`src/rtl/imem_stream_loader.sv`:
```
// Purpose : loads CPU instruction memory from a framed byte stream
//           (LEN_HI, LEN_LO, 4*N big-endian data bytes, XOR checksum) and
//           holds the CPU in reset until a frame checks good.
// Latency : one registered write cycle after each word's 4th byte.
// Backpressure: in_ready=1 in every frame state (1 byte/cycle), 0 when
//           idle/done/err; in_valid=0 stalls indefinitely with state held.
// Ports   : clk/rst (async active-low); start (level); in_valid/in_data/
//           in_ready byte stream; imem_we/imem_addr/imem_wdata memory
//           write port; cpu_rst, load_pc, busy, done, err status.
module imem_stream_loader #(
  parameter int          ADDR_WIDTH = 10,
  parameter logic [31:0] TEXT_BASE  = 32'h0000_3000
) (
  input  logic                  clk,
  input  logic                  rst,
  input  logic                  start,
  input  logic                  in_valid,
  input  logic [7:0]            in_data,
  output logic                  in_ready,
  output logic                  imem_we,
  output logic [ADDR_WIDTH-1:0] imem_addr,
  output logic [31:0]           imem_wdata,
  output logic                  cpu_rst,
  output logic [31:0]           load_pc,
  output logic                  busy,
  output logic                  done,
  output logic                  err
);

  typedef enum logic [2:0] {
    S_IDLE, S_LEN_HI, S_LEN_LO, S_DATA, S_CHK, S_DONE, S_ERR
  } state_t;

  state_t                state, state_nxt;
  logic [15:0]           n_words;
  logic [1:0]            byte_idx;
  logic [ADDR_WIDTH-1:0] word_idx;
  logic [7:0]            acc;
  logic [23:0]           asm_q;     // first three bytes of the word in flight

  // Length decode happens in the LEN_LO cycle, with the low byte still on
  // the input bus.  17-bit compare so a full-capacity frame is legal.
  localparam logic [16:0] CAPACITY = 17'd1 << ADDR_WIDTH;

  logic [15:0] len_full;
  logic        len_zero;
  logic        len_over;
  logic        last_word;

  assign len_full  = {n_words[15:8], in_data};
  assign len_zero  = (len_full == 16'd0);
  assign len_over  = ({1'b0, len_full} > CAPACITY);
  // word_idx still holds the index of the word being assembled here
  assign last_word = (17'(word_idx) == ({1'b0, n_words} - 17'd1));

  always_comb begin
    state_nxt = state;
    in_ready  = 1'b0;
    case (state)
      S_IDLE, S_DONE, S_ERR: begin
        if (start) state_nxt = S_LEN_HI;
      end
      S_LEN_HI: begin
        in_ready = 1'b1;
        if (in_valid) state_nxt = S_LEN_LO;
      end
      S_LEN_LO: begin
        in_ready = 1'b1;
        if (in_valid) begin
          if (len_zero)      state_nxt = S_CHK;
          else if (len_over) state_nxt = S_ERR;
          else               state_nxt = S_DATA;
        end
      end
      S_DATA: begin
        in_ready = 1'b1;
        if (in_valid && byte_idx == 2'd3 && last_word) state_nxt = S_CHK;
      end
      S_CHK: begin
        in_ready = 1'b1;
        if (in_valid) state_nxt = (in_data == acc) ? S_DONE : S_ERR;
      end
      default: state_nxt = S_IDLE;
    endcase
  end

  always_ff @(posedge clk or negedge rst) begin
    if (!rst) begin
      state      <= S_IDLE;
      n_words    <= '0;
      byte_idx   <= '0;
      word_idx   <= '0;
      acc        <= '0;
      asm_q      <= '0;
      imem_we    <= 1'b0;
      imem_addr  <= '0;
      imem_wdata <= '0;
      cpu_rst    <= 1'b1;
      load_pc    <= TEXT_BASE;
      busy       <= 1'b0;
      done       <= 1'b0;
      err        <= 1'b0;
    end else begin
      state   <= state_nxt;
      imem_we <= 1'b0;
      case (state)
        S_IDLE, S_DONE, S_ERR: begin
          if (start) begin
            done     <= 1'b0;
            err      <= 1'b0;
            acc      <= '0;
            word_idx <= '0;
            byte_idx <= '0;
            cpu_rst  <= 1'b1;
            busy     <= 1'b1;
          end
        end
        S_LEN_HI: begin
          if (in_valid) begin
            n_words[15:8] <= in_data;
            acc           <= acc ^ in_data;
          end
        end
        S_LEN_LO: begin
          if (in_valid) begin
            n_words[7:0] <= in_data;
            acc          <= acc ^ in_data;
            if (!len_zero && len_over) begin
              err  <= 1'b1;
              busy <= 1'b0;
            end
          end
        end
        S_DATA: begin
          if (in_valid) begin
            acc      <= acc ^ in_data;
            asm_q    <= {asm_q[15:0], in_data};
            byte_idx <= byte_idx + 2'd1;
            if (byte_idx == 2'd3) begin
              imem_we    <= 1'b1;
              imem_addr  <= word_idx;
              imem_wdata <= {asm_q, in_data};
              load_pc    <= TEXT_BASE + (32'(word_idx) << 2);
              word_idx   <= word_idx + 1'b1;
            end
          end
        end
        S_CHK: begin
          if (in_valid) begin
            busy <= 1'b0;
            if (in_data == acc) begin
              done    <= 1'b1;
              cpu_rst <= 1'b0;
            end else begin
              err <= 1'b1;
            end
          end
        end
        default: ;
      endcase
    end
  end

endmodule
```
`config.mk`:
```
export PLATFORM = sky130hd
export DESIGN_NAME = imem_stream_loader
export DESIGN_NICKNAME = d
export VERILOG_FILES = /design/src/rtl/imem_stream_loader.sv
export SDC_FILE = /design/constraint.sdc
export NUM_CORES = 1
export LEC_CHECK = 0
export BUFFER_PORTS_ARGS = -buffer_cell sky130_fd_sc_hd__buf_4
export CAP_MARGIN = 20
export CORE_MARGIN = 5
export CORE_UTILIZATION = 45
export CTS_CLUSTER_SIZE = 20
export DETAILED_ROUTE_END_ITERATION = 10
export PLACE_DENSITY = 0.78
export REMOVE_ABC_BUFFERS = 1
export SLEW_MARGIN = 20
export SYNTH_ARGS = -nofsm -noshare
export SYNTH_HDL_FRONTEND = slang
export SYNTH_SLANG_ARGS = --single-unit
```
`constraint.sdc`:
```
create_clock -name clk -period 2.48 [get_ports clk]
set_input_delay 0.372 -clock clk [delete_from_list [all_inputs] [get_ports clk]]
set_output_delay 0.372 -clock clk [all_outputs]
set_load 0.05 [all_outputs]
```
### Word level (Yosys, flattened, before mapping)

Cells that the tools add are included.

| word-level totals | value |
|---|---|
| bits in registers | 142 |
| output and inout port bits | 80 |
| bits of input ports | 12 |
| word-level logic and storage cells | 105 |

| cells by class | value |
|---|---|
| reduce and logical (&&, ||, !) cells | 24 |
| eq/ne operators | 20 |
| $lt $le $gt $ge | 1 |
| add/subtract/negate cells | 4 |
| bitwise gates (word level) | 1 |
| mux-type cells | 40 |

Operator list:

| operator | number |
|---|---|
| 10-bit two-way mux | 3 |
| 3-bit two-way mux | 7 |
| 2-bit != test (second input constant) | 10 |
| 10-bit one-hot mux with 2 select lines | 1 |
| 10-bit by 17-bit == test with 1-bit output | 1 |
| 1-bit two-way mux | 17 |
| 16-bit by 1-bit subtractor with 17-bit output (second input constant) | 1 |
| 16-bit by 11-bit greater-than comparator with 1-bit output (second input constant) | 1 |
| 16-bit zero test | 1 |
| 8-bit two-way mux | 2 |
| 8-bit one-hot mux with 2 select lines | 1 |
| 14-bit by 12-bit adder with 15-bit output (first input constant) | 1 |
| 3-bit one-hot mux with 5 select lines | 1 |
| 10-bit by 1-bit adder with 10-bit output (second input constant) | 1 |
| 5-bit AND reduction | 2 |
| 3-bit == test (second input constant) | 3 |
| 3-bit AND reduction | 3 |
| 8-bit == test | 1 |
| 4-bit AND reduction | 2 |
| 8-bit bitwise XOR | 1 |
| 3-bit by 2-bit == test with 1-bit output (second input constant) | 2 |
| 2-bit two-way mux | 3 |
| 1-bit one-hot mux with 3 select lines | 2 |
| 2-bit AND reduction | 3 |
| 14 further kinds | 20 |

### Logic depth before layout (Yosys ltp)

Gate-level depths: netlist of run 1.

| logic depth | value |
|---|---|
| depth in word-level cells | 6 |
| depth in mapped cells | 8 |
| mapped depth without buffers | 8 |

### Worst setup path after synthesis of run 1

OpenSTA, ideal clock, no wires.

| timing | value |
|---|---|
| kind | reg2reg |
| from | reg n_words[0] |
| to | reg state[1] |
| setup time | 0.129 ns |
| path slack | 0.464 ns |
| arrival | 1.887 ns |
| cell stages (with the launch flop) | 9 |
| period minus slack after synthesis | 2.016 ns |
| cells stage by stage | dfrtp_1 > inv_1 > ha_1 > nor4b_4 > a31oi_1 > a221oi_2 > nor3_2 > nor4_4 > o22ai_1 |

| between the ends | value |
|---|---|
| cells in the longest elaborated chain, start to end | 5 |

Ends and longest elaborated chain:

| element | RTL line | RTL |
|---|---|---|
| from (decl) | 35 | `logic [15:0] n_words;` |
| from (signal assigned) | 126 | `n_words[7:0] <= in_data;` |
| 16-bit by 1-bit subtractor with 17-bit output | 54 | `assign last_word = (17'(word_idx) == ({1'b0, n_words} - 17'd1));` |
| 10-bit by 17-bit == test with 1-bit output | 54 |  |
| 1-bit logical AND | 77 | `if (in_valid && byte_idx == 2'd3 && last_word) state_nxt = S_CHK;` |
| 2-bit != test (no line) | - |  |
| 5-bit AND reduction (no line) | - |  |
| to (signal assigned) | 104 | `state <= state_nxt;` |
| to (decl) | 34 | `state_t state, state_nxt;` |

No other way between the ends.
A chain may end at the register's enable or synchronous reset.

### Worst setup path after layout of run 1

| timing | value |
|---|---|
| from | reg n_words[6] |
| to | reg state[1] |

Same word-level chain as after synthesis.

==> results of run 1 <==
-- timing repair --
| action | in CTS | in global routing |
|---|---|---|
| buffers inserted | 0 | 2 |
| gates resized for setup | 0 | 2 |
| endpoints found under the setup margin | 0 | 3 |
-- flip-flops by register name, summed over array words and instances, names as in the netlist, 2 cells and up --
register / flops
byte_idx: 2
acc: 8
word_idx: 10
imem_wdata: 32
imem_addr: 10
asm_q: 24
n_words: 16
state: 3
-- final cells by class --
cell class                 instances  share of cell area (%)
clock buffer                      12                    3.91
clock inverter                     3                    1.09
inverter                          12                   0.714
multi-input combinational        421                    37.6
sequential                       110                    43.7
tap                              147                    2.92
timing repair buffer              83                    10.1
-- placed cells by master (no fill, tap or decap), types with 4 or more instances in the layout --
master and count:
a21oi_1 9, buf_4 82, clkbuf_16 9, conb_1 22
dfrtp_1 109, inv_1 11, mux2_2 24, nand2_1 176
nand2b_1 19, nand3_1 10, nand4_1 11, nor2_1 19
nor3_1 4, nor4_1 5, o21ai_0 36, xnor2_1 8
xor2_1 16
-- per-layer routing --
layer  GRT usage (%)  wire length (microns)  share of wire [%]  up-vias
li1                -                      -                  -     1983
met1            23.0                   5100                 42     1964
met2            28.7                   6020                 49      125
met3            4.19                    843                6.9       22
met4            6.37                    257                2.1        0
met5               0                      0                  0        -
-- power groups by stage --
stage	clock network, W	registers, W	logic, W
2_1_floorplan	0	0.00342	0.00154
3_3_place_gp	0	0.00288	0.00285
3_5_place_dp	0	0.00292	0.00297
4_1_cts	0.00155	0.00289	0.00299
5_1_grt	0.00163	0.00298	0.00330
6_report	0.00152	0.00289	0.00300
-- metrics by stage --
stage	area, sq um	hold WS [ns]
after global placement	5970	0.403
after global routing	6310	0.0777
after CTS	6290	0.0389
after detailed placement	5970	0.409
after floorplan	5170	0.0764
final	6310	0.0363
-- worst reg2reg max path, stage by stage, from the launching register on --
cell	delay, ns
dfrtp_1	0.48
nor3_4	0.34
a21oi_1	0.11
or4b_1	0.54
and3_4	0.21
nor4_4	0.36
o22ai_1	0.13
-- worst max path at each step --
stage               start     endpoint  slack [ns]
2_1_floorplan    state[2]  word_idx[1]       -0.58
3_3_place_gp   n_words[0]     state[1]        0.33
3_5_place_dp   n_words[0]     state[1]        0.10
4_1_cts        n_words[0]     state[1]        0.09
5_1_grt        n_words[0]     state[1]        0.02
6_report       n_words[6]     state[1]        0.19
-- kinds of logic after synthesis --
group / after synthesis
AOI/OAI and AO/OA: 69
muxes: 28
buffers and inverters: 65
xor gates and xnor gates: 24
and+or+nand+nor: 275
DFF: 110
other: 2
adders and majority gates: 3
==> impl_results.md, run 1 <==
- Multi-input gate area: 2370 sq um
- Tot Pwr: approximately 0.0074 W
- Synth top area cells: dfrtp_1 (50%), nand2_1 (12%), mux2_2 (5.0%), buf_4 (4.4%), o21ai_0 (3.4%)
- Slew Limit Fails: 0
- Tmin final: about 2.3 ns
- Clock sink total: 110
- Compound-Gate Fraction of Synth Area: under 10%
- YS warnings: 0
- Hold crit path type: input pin to asynchronous set/reset pin
- Post-DRT Antenna Nets: 0
- DIE WIDTH: ~120 microns
- Slowest stage delay, CP: 0.54 ns
- Synth Instances: 576
- Post-synth ARST share: 100%
- Crit start category: flip-flop
- Total grt overflow: 0
- TritonCTS clock tree: yes
- Cts hold-fix bufs: 0
- Initial core utilization: 45.6%
- Post-synthesis mux area share: between 5 and 6%
- All-Layer GR Usage: around 18%
- Num rows: 40
- IO Pins: ~90
- Later-pin clock latency in the skew report: roughly 0.34 ns
- Synth-to-layout area growth: 16.1%
- Crit Reg-Reg Startpoint: n_words[6]
- Drt first-iter violations: around 290
- Hpwl dp: between 8000 and 9000 microns
- Switching Fraction: around two fifths
- RSZ-0062 raised after global routing: false
- Vias: ~4100
- Final Util: approximately 53%
- Crit Path Category: flip-flop to flip-flop
- Xor-xnor portion of the synthesized cell area: under 10%
- CP endpoint kind: flip-flop
- Routed wire per std cell: roughly 16 microns
- Die ar.: 14400 sq um
- Fin cells: 788
- R2R cell count: 6
- VDD IR-drop max: around 0.64 mV
- Power Density: between 1000 and 1500 nW/um^2
- # Max-Cap Violations: 0
- Setup WS post-layout: approximately 0.19 ns
- Max Root-Sink Buffers: 2
- Seq/Total Area, Yosys: between 50% and 60%
- Antenna violations before repair: 0
- Worst-path cell chain: nor3_4 > a21oi_1 > or4b_1 > and3_4 > nor4_4 > o22ai_1
- Layout cells sized above 1: 22.0%
- Reg power frac: slightly below 40%
- Nets: around 650
- Mapped Area: between 5000 and 6000 sq um
- Status: completed
- Largest family of logic cells by synthesized area: simple AND/OR/NAND/NOR gates
- Crit path depth: 6
- Routed WL: 12200 microns
- Reg2reg setup slack: ~0.19 ns
- #FFs+latches synth: 110
- CP Max Fanout: 8
- Internal Power: ~0.0044 W
- CP Data Arrival Time: 2.51 ns
- Combinational share of power: about two fifths
- Register area: ~2800 sq um
- List of most frequent post-synthesis cells: nand2_1 (177), dfrtp_1 (109), o21ai_0 (37), buf_4 (32), mux2_2 (24)
- Worst path required time: 2.70 ns
- Global-route wire length before repair: 20500 microns
- Max Clk Rate: between 0.4 and 0.5 GHz
- Post-synth EDFFs: 0
- Dpl cells: between 700 and 800
- Final hold vios: 0
- CP max-delay cell: or4b_1
- Final worst path period share: just over 90%
- Port Buffers: 69
- Post-Synth Simple-Gate Area: 23.9%
- Final setup fails: 0
- Total negative setup slack: 0 ns
- Post-synth cell types: 63
- Reg2Reg Capture Point: state[1]
- Post-Place Setup Slack: roughly 0.10 ns
- H-tree depth: 3
- RD Place Congestion: 0.902
- Clock-pin slew on the worst setup and hold paths: 0.07 ns
- Pin count of the biggest net entering global routing: 47
- Top Family by Delay on Critical Path: simple AND/OR/NAND/NOR gates
- Vias in the first global route: 4125
- Num CTS Buffers: 9
- Buffers & Inverters on Critical Path: 0
- Clock power frac: about a fifth
- CTS root buf: clkbuf_16
- Synth top area share: roughly 50%
- Die H: between 100 and 150 microns
- # DRC: 0
- Core Footprint: between 10000 and 15000 sq um
- Static Leak: around 3.2 nW
- Worst slew pin tran: 0.644 ns
- Net Switching: 0.00306 W
- DRT Pass-1 Iters: 4
- Fillers: around 1000
- Top FF cell, synth: dfrtp_1
- Clk_skew: ~0.0078 ns
- Adder-Cell Fraction of Synth Area: 0.691%
- Top-count cell post-synth: nand2_1
- Synth area leader: dfrtp_1
- Slew Limit Headroom: approximately 57%
- Vias/cell: 5.20
- ANT cells: 0
- Mean Syn Cell Area: 9.43 sq um
No activity file was read; power rests on OpenSTA's default activity.
==> run 2, diff against run 1 <==
CORE_MARGIN = not set   (was 5)
==> impl_results.md, run 2 (synthesized netlist as in run 1, its figures left out) <==
- Core Footprint: 11600 sq um (-2.5%)
- H-tree depth: 3 (unchanged)
- Regs by FF count: imem_wdata x32, asm_q x24, n_words x16
- Antenna violations before repair: 0 (unchanged)
- # DRC: 8 (+8)
- Final setup fails: 0 (unchanged)
- Layout cells sized above 1: 22.0% (+0.034 points)
- All-Layer GR Usage: 19.8% (+2.2 points)
- Total negative setup slack: 0 ns (unchanged)
- Routed wire per std cell: 14.7 microns (-5.1%)
- CP Max Fanout: 8 (unchanged)
- Final worst path period share: 92.8% (+0.44 points)
- Vias in the first global route: 3948 (-4.3%)
- Pin count of the biggest net entering global routing: 61 (+30%)
- CP Data Arrival Time: 2.53 ns (+0.02 ns)
- Global-route wire length before repair: 19400 microns (-5.1%)
- Clock sink total: 110 (unchanged)
- Final hold vios: 0 (unchanged)
- Later-pin clock latency in the skew report: 0.34 ns (about the same)
- Hpwl dp: 8280 microns (-4.9%)
- PostCTS Resize Cnt: 0 (unchanged)
- Max Root-Sink Buffers: 2 (unchanged)
- Commonest non-fill, non-tap cell in the layout: nand2_1
- Drt first-iter violations: 232 (-19%)
- Num rows: 39 (-2.5%)
- DIE WIDTH: 112 microns (-6.7%)
- Status: finished, violations left
- Dpl cells: 767 (-0.52%)
- Initial core utilization: 46.8% (+1.2 points)
- Slew Limit Headroom: 55.9% (-1.0 points)
- Routed WL: 11500 microns (-5.7%)
- Fin cells: 783 (-0.63%)
- Worst slew pin tran: 0.659 ns (+0.0153 ns)
- RD Place Congestion: 0.844 (-6.5%)
- Most frequent cells in the layout: nand2_1 (176), dfrtp_1 (109), buf_4 (80)
- Max FFs per register: 32 (unchanged)
- Final Cell Area: 6290 sq um (-0.32%)
- VDD IR-drop max: 0.585 mV (-8.9%)
- Clock-pin slew on the worst setup and hold paths: 0.07 ns (about the same)
- Reg2reg setup slack: 0.18 ns (about the same)
- DRT Pass-1 Iters: 10 (+6)
- Vias/cell: 5.21 (+0.20%)
- Max Clk Rate: 0.434 GHz (-0.47%)
- Slew Limit Fails: 0 (unchanged)
- Total grt overflow: 0 (unchanged)
- Worst path required time: 2.70 ns (about the same)
- CP endpoint kind: flip-flop
- Tmin final: 2.30 ns (+0.0108 ns)
- Hold crit path type: input pin to flip-flop
- Worst-path cell chain: inv_1 > ha_1 > nor4b_4 > a31oi_1 > a221oi_2 > nor3_2 > nor4_4 > o22ai_1
- CTS root buf: clkbuf_16
- Synth-to-layout area growth: 15.7%
- Tot Pwr: 0.00731 W (-1.4%)
- Die H: 112 microns (-6.7%)
- DP Area: 5970 sq um (about the same)
- Static Leak: 3.22 nW (-0.25%)
- # Max-Cap Violations: 0 (unchanged)
- Port Buffers: 69 (unchanged)
- Crit Path Category: flip-flop to flip-flop
- TritonCTS clock tree: yes
- Nets: 651 (-0.15%)
- ANT cells: 0 (unchanged)
- Fillers: 1051 (+1.4%)
- Clk_skew: 0.00393 ns (-0.00389 ns)
- IO Pins: 92 (unchanged)
- Crit start category: flip-flop
- Power Density: 1160 nW/um^2 (-1.1%)
- RSZ-0062 raised after global routing: false
- Register name with the most flops: imem_wdata
- Slowest stage delay, CP: 0.43 ns (-0.11 ns)
- CP max-delay cell: dfrtp_1
- Num CTS Buffers: 9 (unchanged)
- Vias: 4076 (-0.44%)
- Die ar.: 12500 sq um (-13%)
- Failing checks: DRC
- Post-DRT Antenna Nets: 0 (unchanged)
==> run 2: cell types whose count changed in the layout (fill, tap and decap cells not counted) <==
| cell | previous run | this run |
|---|---|---|
| clkinvlp_4 | 0 | 1 |
| clkbuf_1 | 2 | 0 |
| buf_4 | 82 | 80 |
| clkinv_2 | 0 | 1 |
| o21ai_0 | 36 | 37 |
| and3_4 | 2 | 1 |
| bufinv_16 | 2 | 1 |
| and3_2 | 2 | 3 |
| dlygate4sd3_1 | 0 | 1 |
| clkinv_4 | 1 | 0 |
| clkbuf_8 | 1 | 3 |
| o21ai_1 | 1 | 0 |
==> run 2: final cells by class <==
type,instances,area [sq um],share of cell area [%]
multi-input combinational,421,2370,37.7
tap,143,179,2.85
clock inverter,3,42.5,0.676
timing repair buffer,82,631,10.0
sequential,110,2750,43.8
clock buffer,12,267,4.24
inverter,12,45.0,0.716
==> run 2: report_power, final <==
| group | internal [W] | leakage, nW | switching, W |
|---|---|---|---|
| Clock | 0.000858 | 0.151 | 0.000613 |
| Combinational | 0.00106 | 1.62 | 0.00190 |
| Sequential | 0.00238 | 1.45 | 0.000506 |
| Total | 0.00429 | 3.22 | 0.00302 |
==> run 2: final timing paths <==
path	start	end	cells past startpoint
worst min-delay path	in_valid	cpu_rst	2
worst max-delay path	n_words[0]	state[1]	8
worst max register to register	n_words[0]	state[1]	8
min in group asynchronous	rst	imem_wdata[16]	2
max in group asynchronous	rst	cpu_rst	3
worst min register to register	asm_q[17]	imem_wdata[25]	2
==> run 2: metal layers <==
metal	global-route usage, %	share of wire, %
met5	0	0
met4	8.29	1.5
met3	3.10	4.6
met2	31.8	48
met1	26.8	46
==> run 2: metrics by stage <==
step | setup WS (ns) | utilization, % | hold slack, ns
2_1_floorplan | -0.580 | - | 0.0764
3_3_place_gp | 0.263 | 51.4 | 0.252
3_5_place_dp | 0.185 | 51.4 | 0.262
4_1_cts | 0.173 | 54.1 | 0.218
5_1_grt | 0.0203 | 54.1 | 0.235
6_report | 0.178 | 54.1 | 0.235
==> run 2: timing repair <==
item | CTS | global route
hold buffers | 1 | 0
setup buffers | 0 | 0
endpoints found under the hold margin | 16 | 0
==> run 2: critical path, delay by kind of cell, from the launching register on <==
| family | cells | cell delay [ns] |
|---|---|---|
| AND/OR/NAND/NOR | 3 | 0.85 |
| AO/OA/AOI/OAI | 3 | 0.62 |
| flip-flops | 1 | 0.43 |
| adder cells (fa/ha/maj) | 1 | 0.19 |
| buffers and inverters | 1 | 0.09 |
==> run 3, diff against run 2 <==
CAP_MARGIN = 0   (was 20)
CORE_MARGIN = 3   (was not set)
MAX_ROUTING_LAYER = met4   (was not set)
==> impl_results.md, run 3 (synthesized netlist as in run 1, its figures left out) <==
- Hold crit path type: input pin to flip-flop
- Crit start category: flip-flop
- Core Footprint: 11600 sq um (unchanged)
- Worst-path cell chain: inv_1 > ha_1 > nor4b_4 > a31oi_1 > a221oi_2 > nor3_2 > nor4_4 > o22ai_1
- Num rows: 39 (unchanged)
- CP endpoint kind: flip-flop
- Power Density: 1150 nW/um^2 (-1.4%)
- Global-route wire length before repair: 19900 microns (+2.2%)
- Combinational share of power: 41.2% (+0.8 points)
- Routed wire per std cell: 15.2 microns (+3.3%)
- Antenna violations before repair: 0 (unchanged)
- Routed WL: 11900 microns (+3.5%)
- # Max-Cap Violations: 0 (unchanged)
- PostCTS Resize Cnt: 0 (unchanged)
- Max Clk Rate: 0.440 GHz (+1.2%)
- Most frequent cells in the layout: nand2_1 (176), dfrtp_1 (109), buf_4 (81)
- Pin count of the biggest net entering global routing: 57 (-6.6%)
- Layout cells sized above 1: 21.8% (-0.22 points)
- IO Pins: 92 (unchanged)
- Setup WS post-layout: 0.205 ns (+0.0278 ns)
- Reg2reg setup slack: 0.21 ns (+0.03 ns)
- Status: completed
- WHS: 0.226 ns (-0.00897 ns)
- Commonest non-fill, non-tap cell in the layout: nand2_1
- Num CTS Buffers: 9 (unchanged)
- Internal Power: 0.00411 W (-4.3%)
- CP max-delay cell: dfrtp_1
- RD Place Congestion: 0.894 (+5.9%)
- Static Leak: 3.20 nW (-0.48%)
- DRT Pass-1 Iters: 5 (-5)
- Clock power frac: 18.3% (-1.8 points)
- TritonCTS clock tree: yes
- Slowest stage delay, CP: 0.43 ns (about the same)
- Clock-pin slew on the worst setup and hold paths: 0.07 ns (about the same)
- Regs by FF count: imem_wdata x32, asm_q x24, n_words x16
- Slew Limit Headroom: 50.9% (-5.0 points)
- Tot Pwr: 0.00716 W (-2.0%)
- Final worst path period share: 91.7% (-1.1 points)
- Crit Path Category: flip-flop to flip-flop
- RSZ-0062 raised after global routing: false
- # DRC: 0 (-8)
- Drt first-iter violations: 247 (+6.5%)
- Switching Fraction: 42.6% (+1.4 points)
- H-tree depth: 3 (unchanged)
- Port Buffers: 69 (unchanged)
- Die ar.: 13400 sq um (+7.3%)
- Worst slew pin tran: 0.734 ns (+0.0748 ns)
- ANT cells: 0 (unchanged)
- Final setup fails: 0 (unchanged)
- Vias: 4123 (+1.2%)
- Max FFs per register: 32 (unchanged)
- Die H: 116 microns (+3.6%)
- All-Layer GR Usage: 19.4% (-0.42 points)
- Fin cells: 785 (+0.26%)
- Max Root-Sink Buffers: 2 (unchanged)
- DP Area: 5970 sq um (unchanged)
- Vias in the first global route: 3990 (+1.1%)
- Vias/cell: 5.25 (+0.90%)
- Net Switching: 0.00305 W (+1.2%)
- Hpwl dp: 8470 microns (+2.3%)
- Tmin final: 2.27 ns (-0.0278 ns)
- Later-pin clock latency in the skew report: 0.35 ns (about the same)
- Register name with the most flops: imem_wdata
- Final hold vios: 0 (unchanged)
- CTS root buf: clkbuf_16
- CP Data Arrival Time: 2.50 ns (-0.03 ns)
- Synth-to-layout area growth: 15.0%
- Initial core utilization: 46.8% (unchanged)
- Final Cell Area: 6250 sq um (-0.66%)
- Buffers & Inverters on Critical Path: 1 (unchanged)
- Worst path required time: 2.71 ns (about the same)
- Dpl cells: 767 (unchanged)
- VDD IR-drop max: 0.576 mV (-1.6%)
- CP Max Fanout: 8 (unchanged)
- Post-Place Setup Slack: 0.135 ns (-0.0495 ns)
- Post-DRT Antenna Nets: 0 (unchanged)
- Top Family by Delay on Critical Path: simple AND/OR/NAND/NOR gates
- Slew Limit Fails: 0 (unchanged)
- Clk_skew: 0.00405 ns (+0.000119 ns)
- DIE WIDTH: 116 microns (+3.6%)
- Nets: 652 (+0.15%)
- Clock sink total: 110 (unchanged)
- Reg power frac: 40.6% (+1.2 points)
- Total grt overflow: 0 (unchanged)
run 3: cell count changes in the layout (fill, tap and decap cells not counted), sizes merged:
cell / delta
clkinv: +3
buf: +1
clkinvlp: -1
bufinv: -1
run 3: metal layers:
metal / up-vias / track usage, % / wire length (microns)
met2: 125 / 30.2 / 5680
met1: 1988 / 25.4 / 5330
li1: 1985 / - / -
met4: 0 / 8.35 / 314
met5: - / - / 0
met3: 25 / 2.87 / 609
run 3: stage by stage:
step,util [%],TNS [ns]
6_report,53.8,0
5_1_grt,53.8,0
4_1_cts,53.7,0
3_5_place_dp,51.4,0
3_3_place_gp,51.4,0
2_1_floorplan,-,-17.23
run 3: power by group through the flow:
stage / combinational, W / clock (W) / sequential [W]
2_1_floorplan: 0.00154 / 0 / 0.00342
3_3_place_gp: 0.00286 / 0 / 0.00289
3_5_place_dp: 0.00293 / 0 / 0.00294
4_1_cts: 0.00295 / 0.00135 / 0.00290
5_1_grt: 0.00324 / 0.00141 / 0.00300
6_report: 0.00295 / 0.00131 / 0.00290
run 3: what timing repair did:
| item | in CTS | in global routing |
|---|---|---|
| endpoints found under the setup margin | 0 | 3 |
| setup buffers | 0 | 1 |
| hold buffers | 1 | 0 |
| endpoints found under the hold margin | 32 | 0 |
run 3: worst paths after layout:
kind                             from             end  cells after the start
max                        n_words[0]        state[1]                      8
min                          in_valid         cpu_rst                      2
max reg2reg                n_words[0]        state[1]                      8
min reg2reg                 asm_q[17]  imem_wdata[25]                      2
max in group asynchronous         rst         cpu_rst                      3
min in group asynchronous         rst  imem_wdata[16]                      2
run 3: worst register-to-register path: stages (launching register included):
cell      delay (ns)
dfrtp_1         0.43
inv_1           0.09
ha_1            0.19
nor4b_4         0.42
a31oi_1         0.18
a221oi_2        0.34
nor3_2          0.09
nor4_4          0.29
o22ai_1         0.12
run 3: area by class of cell:
type | count | area [sq um]
fill | 1042 | 5370
sequential | 110 | 2750
multi-input combinational | 421 | 2370
timing repair buffer | 83 | 638
clock buffer | 12 | 236
tap | 143 | 179
inverter | 12 | 45.0
clock inverter | 4 | 23.8
